`config.mk`:
```
export PLATFORM = sky130hd
export DESIGN_NAME = io_uart_rx
export DESIGN_NICKNAME = d
export VERILOG_FILES = /design/src/rtl/io_uart_rx_pkg.sv /design/src/rtl/io_uart_rx_sync_fifo.sv /design/src/rtl/io_uart_rx.sv
export SDC_FILE = /design/constraint.sdc
export NUM_CORES = 1
export LEC_CHECK = 0
export ABC_CLOCK_PERIOD_IN_PS = 2700
export CAP_MARGIN = 15
export CORE_MARGIN = 2
export CORE_UTILIZATION = 35
export CTS_CLUSTER_SIZE = 30
export DETAILED_ROUTE_END_ITERATION = 6
export MAX_ROUTING_LAYER = met4
export SLEW_MARGIN = 20
export SYNTH_ARGS = -nofsm -noshare
export SYNTH_HDL_FRONTEND = slang
export SYNTH_SLANG_ARGS = --single-unit
```
`constraint.sdc`:
```
create_clock -name clk -period 2.7 [get_ports clk]
set_clock_uncertainty 0.1 [all_clocks]
set_input_delay 0.405 -clock clk [delete_from_list [all_inputs] [get_ports clk]]
set_output_delay 0.405 -clock clk [all_outputs]
set_load 0.005 [all_outputs]
```
`src/rtl/io_uart_rx_pkg.sv`:
```
// Shared IO map, receiver state encoding and status layout for the UART receive port.
package io_uart_rx_pkg;

  localparam int unsigned IO_SEL_BIT  = 22;
  localparam int unsigned IO_WORD_LSB = 2;

  // One-hot word-address bit for each IO register
  localparam int unsigned IO_W_LEDS         = 0;
  localparam int unsigned IO_W_UART_TX_DATA = 1;
  localparam int unsigned IO_W_UART_TX_STAT = 2;
  localparam int unsigned IO_W_UART_RX_DATA = 3;
  localparam int unsigned IO_W_UART_RX_STAT = 4;

  localparam int unsigned RX_BYTE_W = 8;

  typedef enum logic [1:0] {
    RX_IDLE  = 2'd0,
    RX_START = 2'd1,
    RX_DATA  = 2'd2,
    RX_STOP  = 2'd3
  } rx_state_t;

  // RXSTAT payload, LSB first: valid, overrun, frame_err
  typedef struct packed {
    logic frame_err;
    logic overrun;
    logic valid;
  } rx_stat_t;

  function automatic logic io_word_sel(input logic [31:0] addr, input int unsigned word_bit);
    return addr[IO_SEL_BIT] & addr[IO_WORD_LSB + word_bit];
  endfunction

endpackage

```
`src/rtl/io_uart_rx_sync_fifo.sv`:
```
// Small synchronous FIFO; pop frees a slot before push in the same cycle, dout shows the head.
module sync_fifo #(
  parameter int unsigned WIDTH = 8,
  parameter int unsigned DEPTH = 4
) (
  input  logic             clk,
  input  logic             resetn,
  input  logic             push,
  input  logic             pop,
  input  logic [WIDTH-1:0] din,
  output logic [WIDTH-1:0] dout,
  output logic             empty,
  output logic             full
);

  localparam int unsigned AW = $clog2(DEPTH);
  localparam int unsigned CW = AW + 1;

  logic [WIDTH-1:0] mem [DEPTH];
  logic [AW-1:0]    wr_ptr;
  logic [AW-1:0]    rd_ptr;
  logic [CW-1:0]    count;
  logic             do_push;
  logic             do_pop;

  assign empty   = (count == '0);
  assign full    = (count == CW'(DEPTH));
  assign do_pop  = pop & ~empty;
  assign do_push = push & (~full | do_pop);
  assign dout    = mem[rd_ptr];

  always_ff @(posedge clk) begin
    if (!resetn) begin
      wr_ptr <= '0;
      rd_ptr <= '0;
      count  <= '0;
    end else begin
      if (do_push) wr_ptr <= wr_ptr + AW'(1);
      if (do_pop)  rd_ptr <= rd_ptr + AW'(1);
      count <= count + CW'(do_push) - CW'(do_pop);
    end
  end

  // Storage needs no reset: it is only visible through the pointers
  always_ff @(posedge clk) begin
    if (do_push) mem[wr_ptr] <= din;
  end

endmodule

```
`src/rtl/io_uart_rx.sv`:
```
// Memory-mapped 8N1 UART receiver: pin synchroniser, frame FSM, receive FIFO and status flags.
module io_uart_rx
  import io_uart_rx_pkg::*;
#(
  parameter int unsigned CLK_FREQ_HZ = 10_000_000,
  parameter int unsigned BAUD_RATE   = 1_000_000,
  parameter int unsigned FIFO_DEPTH  = 4
) (
  input  logic        clk,
  input  logic        resetn,
  input  logic [31:0] io_addr,
  input  logic [31:0] io_wdata,
  input  logic        io_wr,
  output logic [31:0] io_rdata,
  input  logic        uart_rx,
  output logic        rx_valid
);

  localparam int unsigned DIV   = CLK_FREQ_HZ / BAUD_RATE;
  localparam int unsigned CNT_W = $clog2(DIV);

  logic [1:0]           sync_q;
  logic                 rx_s;
  rx_state_t            state_q, state_d;
  logic [CNT_W-1:0]     cnt_q, cnt_d;
  logic [2:0]           idx_q, idx_d;
  logic [RX_BYTE_W-1:0] shreg_q, shreg_d;
  logic                 push_req;
  logic                 frame_set;
  logic                 overrun_q;
  logic                 frame_err_q;
  logic                 sel_data;
  logic                 sel_stat;
  logic                 pop_req;
  logic                 stat_wr;
  logic                 ovr_set;
  logic                 fifo_empty;
  logic                 fifo_full;
  logic [RX_BYTE_W-1:0] fifo_dout;
  rx_stat_t             stat;
  logic                 unused_wdata;

  assign unused_wdata = ^{io_wdata[31:3], io_wdata[0]};

  // Two-flop synchroniser, idle-high after reset
  always_ff @(posedge clk) begin
    if (!resetn) sync_q <= 2'b11;
    else         sync_q <= {sync_q[0], uart_rx};
  end
  assign rx_s = sync_q[1];

  always_ff @(posedge clk) begin
    if (!resetn) begin
      state_q <= RX_IDLE;
      cnt_q   <= '0;
      idx_q   <= '0;
      shreg_q <= '0;
    end else begin
      state_q <= state_d;
      cnt_q   <= cnt_d;
      idx_q   <= idx_d;
      shreg_q <= shreg_d;
    end
  end

  // Each state waits for cnt to hit zero, then samples the synchronised pin
  always_comb begin
    state_d   = state_q;
    cnt_d     = cnt_q;
    idx_d     = idx_q;
    shreg_d   = shreg_q;
    push_req  = 1'b0;
    frame_set = 1'b0;
    unique case (state_q)
      RX_IDLE: begin
        if (!rx_s) begin
          state_d = RX_START;
          cnt_d   = CNT_W'(DIV / 2 - 1);
        end
      end
      RX_START: begin
        if (cnt_q != '0) begin
          cnt_d = cnt_q - CNT_W'(1);
        end else if (!rx_s) begin
          state_d = RX_DATA;
          cnt_d   = CNT_W'(DIV - 1);
          idx_d   = '0;
        end else begin
          state_d = RX_IDLE;
        end
      end
      RX_DATA: begin
        if (cnt_q != '0) begin
          cnt_d = cnt_q - CNT_W'(1);
        end else begin
          shreg_d = {rx_s, shreg_q[RX_BYTE_W-1:1]};
          cnt_d   = CNT_W'(DIV - 1);
          if (idx_q == 3'd7) state_d = RX_STOP;
          else               idx_d   = idx_q + 3'd1;
        end
      end
      RX_STOP: begin
        if (cnt_q != '0) begin
          cnt_d = cnt_q - CNT_W'(1);
        end else begin
          state_d   = RX_IDLE;
          push_req  = rx_s;
          frame_set = ~rx_s;
        end
      end
      default: state_d = RX_IDLE;
    endcase
  end

  assign sel_data = io_word_sel(io_addr, IO_W_UART_RX_DATA);
  assign sel_stat = io_word_sel(io_addr, IO_W_UART_RX_STAT);
  assign pop_req  = io_wr & sel_data;
  assign stat_wr  = io_wr & sel_stat;
  // A full FIFO only overflows when software is not popping in the same cycle
  assign ovr_set  = push_req & fifo_full & ~pop_req;

  sync_fifo #(
    .WIDTH (RX_BYTE_W),
    .DEPTH (FIFO_DEPTH)
  ) u_fifo (
    .clk    (clk),
    .resetn (resetn),
    .push   (push_req),
    .pop    (pop_req),
    .din    (shreg_q),
    .dout   (fifo_dout),
    .empty  (fifo_empty),
    .full   (fifo_full)
  );

  // Sticky flags: a set in the same cycle as a clear wins
  always_ff @(posedge clk) begin
    if (!resetn) begin
      overrun_q   <= 1'b0;
      frame_err_q <= 1'b0;
    end else begin
      overrun_q   <= ovr_set   | (overrun_q   & ~(stat_wr & io_wdata[1]));
      frame_err_q <= frame_set | (frame_err_q & ~(stat_wr & io_wdata[2]));
    end
  end

  assign rx_valid = ~fifo_empty;
  assign stat     = '{frame_err: frame_err_q, overrun: overrun_q, valid: ~fifo_empty};

  always_comb begin
    io_rdata = '0;
    if (sel_data && !fifo_empty) io_rdata = io_rdata | 32'(fifo_dout);
    if (sel_stat)                io_rdata = io_rdata | 32'(stat);
  end

endmodule
```
### After elaboration in Yosys (flattened, before gate mapping)

Memory sizes are Yosys's and may differ from the RTL's. A register that Yosys moved wholly into a read port is not among the register bits.
Cells that the tools add are included.

| storage, ports and cells | value |
|---|---|
| bits in registers | 28 |
| latch bits | 0 |
| bits in writable memories | 32 |
| bits in read-only memories | 0 |
| memories kept | 1 |

Memories:

| name | depth | width | rd ports | clocked after memory_dff | write ports | RTL line | RTL |
|---|---|---|---|---|---|---|---|
| u_fifo.mem | 4 | 8 | 1 | 1 | 1 | io_uart_rx_sync_fifo.sv:19 | `logic [WIDTH-1:0] mem [DEPTH];` |

| cells by class | value |
|---|---|
| add/subtract/negate cells | 6 |
| $mul | 0 |
| div/mod/pow operators | 0 |
| magnitude comparators | 0 |
| equality and inequality tests | 14 |
| shifts and indexed selects | 0 |
| multiplexer cells | 28 |
| bitwise gates (word level) | 23 |
| reductions and logical operators | 10 |

Operator list:

| operator | number |
|---|---|
| $mux 32 | 1 |
| $or 32x3->32 | 1 |
| $mux 4 | 5 |
| $mux 2 | 8 |
| $ne 2x2->1 const B | 8 |
| $pmux 4 s4 | 1 |
| $and 1x1->1 | 12 |
| $mux 3 | 4 |
| $reduce_and 5->1 | 2 |
| $mux 8 | 1 |
| $pmux 2 s4 | 1 |
| $not 1->1 | 7 |
| $eq 3x3->1 const B | 2 |
| $mux 1 | 6 |
| $pmux 3 s2 | 1 |
| $add 2x1->2 const B | 2 |
| $eq 2x2->1 const B | 2 |
| $reduce_bool 4->1 | 1 |
| $sub 4x1->4 const B | 1 |
| $add 3x1->3 | 1 |
| $add 3x1->3 const B | 1 |
| $logic_not 3->1 | 1 |
| $ne 3x3->1 const B | 1 |
| $or 1x1->1 | 3 |
| other kinds (8) | 8 |

### Logic depth before layout (Yosys ltp)

| logic depth | value |
|---|---|
| depth after elaboration | 7 |
| mapped depth | 9 |
| mapped depth without buffers | 8 |

### Hierarchy

Synthesis repeated with hierarchy kept, for this count alone.

| unflattened totals | value |
|---|---|
| cells, all modules | 247 |
| area, all modules | 2941.6 um^2 |

Modules (own cells, without submodules):

| module | instances | cells each | area an instance (um^2) |
|---|---|---|---|
| sync_fifo | 1 | 89 | 1630.3 |
| io_uart_rx | 1 | 158 | 1311.3 |

### Worst setup path after synthesis

No wires, ideal clock.

| timing path | value |
|---|---|
| kind | flip-flop to flip-flop |
| from | reg u_fifo.count[1] |
| to | reg u_fifo.count[2] |
| setup time | 0.128 ns |
| arrival time | 1.923 ns |
| required time | 2.472 ns |
| slack | 0.549 ns |
| cell stages (with the launch flop) | 10 |
| path buffers | 1 |
| cells stage by stage | dfxtp_1 -> or3_1 -> clkbuf_1 -> and2_1 -> nand2_1 -> o21ai_0 -> ha_1 -> fa_1 -> xnor2_1 -> nor2_1 |

| between the ends | value |
|---|---|
| word-level cells in the longest chain between the ends | 7 |
| elaborated cells between the ends (all ways) | 9 |
| those cells by class | 2 x add/sub; 1 x eq/ne; 5 x bitwise; 1 x reduce/logical |

RTL lines:

| what | RTL line | RTL |
|---|---|---|
| start: declaration | io_uart_rx_sync_fifo.sv:22 | `logic [CW-1:0] count;` |
| start signal: assignment | io_uart_rx_sync_fifo.sv:40 | `count <= count + CW'(do_push) - CW'(do_pop);` |
| $logic_not 3->1 (*) | io_uart_rx_sync_fifo.sv:26 | `assign empty = (count == '0);` |
| $not 1->1 (*) | n/a |  |
| via rx_valid | io_uart_rx.sv:16 | `output logic rx_valid` |
| $and 1x1->1 (*) | io_uart_rx_sync_fifo.sv:28 | `assign do_pop = pop & ~empty;` |
| $or 1x1->1 | io_uart_rx_sync_fifo.sv:29 | `assign do_push = push & (~full \| do_pop);` |
| $and 1x1->1 | io_uart_rx_sync_fifo.sv:29 |  |
| $add 3x1->3 | io_uart_rx_sync_fifo.sv:40 |  |
| $sub 3x1->3 (*) | io_uart_rx_sync_fifo.sv:40 |  |

Mark *: on every way through the listed nets, which the timed path passes. The rest lies on a longest branch.
A chain may end at the register's enable or synchronous reset.

==> flow_summary.toml <==
[outcome]
run_status = "finished, final reports clean"

[cts]
cts_root_buf = "sky130_fd_sc_hd__clkbuf_8"
clock-sinks = 62
clockBufferDepth = 2
clock_slew_at_the_register_clock_pins_of_the_worst_setup_and_hold_paths_ns = 0.07
post_cts.resized_instances = 0
cts-htree-levels = 3
tritoncts.num_buffers = 9
cts_tree = "done"
clock_network_latency_to_the_later_pin_of_the_worst_skew_pair_ns = 0.32
postCtsSetupBuffers = 0
cts_hold_repair.buffers = 0

[worst_hold_path]
whs_path_depth = 1
worst_hold_startpoint = "sync_q[0]"
whs_endpoint = "sync_q[1]"
hold_path.class = "reg -> reg"

[place]
dpl_worst_slack_ns = 0.160
port_buffers = 17
post-dp-hpwl_um = 3360
gpl.final_weighted_congestion = 0.787
placement.cell_area_um2 = 3150

[run]
timing.max_cap.violations = 0

[final_layout]
regArea_um2 = 1560
n_antenna_cell = 0
post_route_design_area_um2 = 3350
final_layout_size_suffix_gt1_share_pct = 11.9
synthToLayoutAreaGrowth_pct = 14.6
final_common_cell = "sky130_fd_sc_hd__edfxtp_1"
mostFrequentLayoutCells = "sky130_fd_sc_hd__edfxtp_1, sky130_fd_sc_hd__dfxtp_1, sky130_fd_sc_hd__nand2_1"
design.final.nets = 363
fillCellCount = 782
multi_input_comb_area_um2 = 1170

[yosys]
async_set_or_reset_flop_fraction_in_the_synthesized_netlist_pct = 0
synthTopCellsByArea = "sky130_fd_sc_hd__edfxtp_1, sky130_fd_sc_hd__dfxtp_1, sky130_fd_sc_hd__buf_4, sky130_fd_sc_hd__mux4_2, sky130_fd_sc_hd__ha_1"
ys_seq_elements = 62
ys_dominant_reg_cell = "sky130_fd_sc_hd__edfxtp_1"
netlist-cell-type-count = 46
total_standard_cell_area_after_synthesis_um2 = 2920
yosysTopAreaCell = "sky130_fd_sc_hd__edfxtp_1"
netlist_instances = 254
seq_area_frac_synth_pct = 53.4
synth-warning-count = 0
yosysTopAreaCellShare_pct = 32.9
syn_avg_cell_area_um2 = 11.5
synth-edff-count = 32

[worst_setup_path]
critical_path_peak_fanout = 8
setup.worst_path.start_class = "flip-flop"
crit_path_end_kind = "output pin"
crit_type = "reg -> out"
reg2reg_from = "u_fifo.count[1]"
regToRegEndpoint = "u_fifo.count[2]"
timing.reg2reg.worst_path_depth = 8
worst_ep_arrival_time_ns = 1.99
worst-endpoint-required_ns = 2.19
r2r_slack_ns = 0.47

[timing]
post_route_setup_tns_ns = 0
timing_hold_violations_final = 0
min_cycle_time_layout_ns = 2.49
final.hold.worst_slack_ns = 0.313
timing.final.crit_share_pct = 92.3
slew_viol_final = 0
fmax_mhz = 401
rsz_0062_raised_after_global_routing = "no"
final_critical_path_setup_slack_ns = 0.207
timing.final.setup_violations = 0

[floorplan]
die_h_um = 95.4
fp.coreArea_um2 = 8130
initial_core_util_pct = 35.9
die_area_um2 = 9090
num_io_pins = 101
rows = 33
die-width_um = 95.4

[routing]
vias_per_cell = 4.58
vias = 1787
final_antenna_net_count = 0
route.detailed.drc = 0
routed_wl_um = 4820
avgRoutedWirePerCell_um = 12.3
detailedRoute.firstIterationViolations = 147
detailedRoute.firstPassIterationCount = 4

[power]
peakVddDrop_v = 0.000268
power.density_nw_per_um2 = 623
total_leakage_power_nw = 1.23
power_mw = 2.08

[global_route]
number_of_global_route_vias_before_repair = 1656
antenna_found_initial = 0
gr-total-overflow = 0
wire_length_of_the_first_global_routing_pass_um = 8070
gr-usage-all-layers_pct = 12.0
grt_start_max_net_pins = 24
worst max-delay path, stage by stage (launching register included):
cell                              delay (ns)
sky130_fd_sc_hd__dfxtp_1                0.31
sky130_fd_sc_hd__buf_4                  0.20
sky130_fd_sc_hd__mux4_2                 0.53
sky130_fd_sc_hd__a21oi_1                0.16
sky130_fd_sc_hd__nor2_1                 0.05
sky130_fd_sc_hd__clkdlybuf4s50_1        0.43
routing by layer:
layer	GRT usage, %	wire length (um)	share of wire (%)
met1	15.4	2250	47
met2	18.7	2300	48
met3	2.92	214	4.4
met5	-	0	0
met4	3.99	56	1.2
cell type report:
| type | count | share of cell area [%] |
|---|---|---|
| clock buffers | 12 | 4.34 |
| clock inverters | 4 | 1.42 |
| repair buffers | 25 | 6.88 |
| flip-flops and latches | 62 | 46.7 |
| well taps | 105 | 3.93 |
| inverters | 15 | 1.68 |
| multi-input cells | 167 | 35.1 |
where the power goes:
group	switching [mW]	internal (mW)
registers	0.0195	1.00
logic	0.168	0.120
clock network	0.327	0.449
total	0.514	1.57
how the worst max path moves through the flow:
| stage | start | end | depth (start not counted) |
|---|---|---|---|
| after floorplan | u_fifo.count[1] | u_fifo.count[2] | 9 |
| after global placement | io_addr[22] | u_fifo.count[1] | 8 |
| after detailed placement | io_addr[22] | u_fifo.count[2] | 7 |
| after CTS | u_fifo.count[1] | io_rdata[2] | 4 |
| after global routing | flip-flop | io_rdata[0] | 5 |
| final | flip-flop | io_rdata[0] | 5 |
cells in the mapped netlist, drive strengths merged (6+ instances only):
cell type,number
edfxtp,32
dfxtp,30
nand2,27
buf,25
inv,15
a21oi,14
ha,14
nor2,13
and2,11
clkbuf,8
mux4,8
nand3,6
nor2b,6
metrics by stage:
step,cells,utilization (%)
final,390,41.1
after global routing,390,41.1
after CTS,390,41.1
after detailed placement,374,38.8
after global placement,374,38.8
after floorplan,277,-
state kept, by name, indices dropped and copies added (netlist names), named ones only:
| name | flops |
|---|---|
| cnt_q | 4 |
| frame_err_q | 1 |
| idx_q | 3 |
| overrun_q | 1 |
| shreg_q | 8 |
| state_q | 1 |
| sync_q | 2 |
| u_fifo.count | 3 |
| u_fifo.mem | 32 |
| u_fifo.rd_ptr | 2 |
| u_fifo.wr_ptr | 2 |
logic make-up after synthesis:
logic type,synth area share [%]
muxes,7.19
and+or+nand+nor,13.6
adders and majority gates,6.68
other,0.128
buffers and inverters,9.29
xor gates and xnor gates,1.50
DFF,53.4
AOI/OAI and AO/OA,8.18
Note: power is estimated with default switching activity, not from simulation.
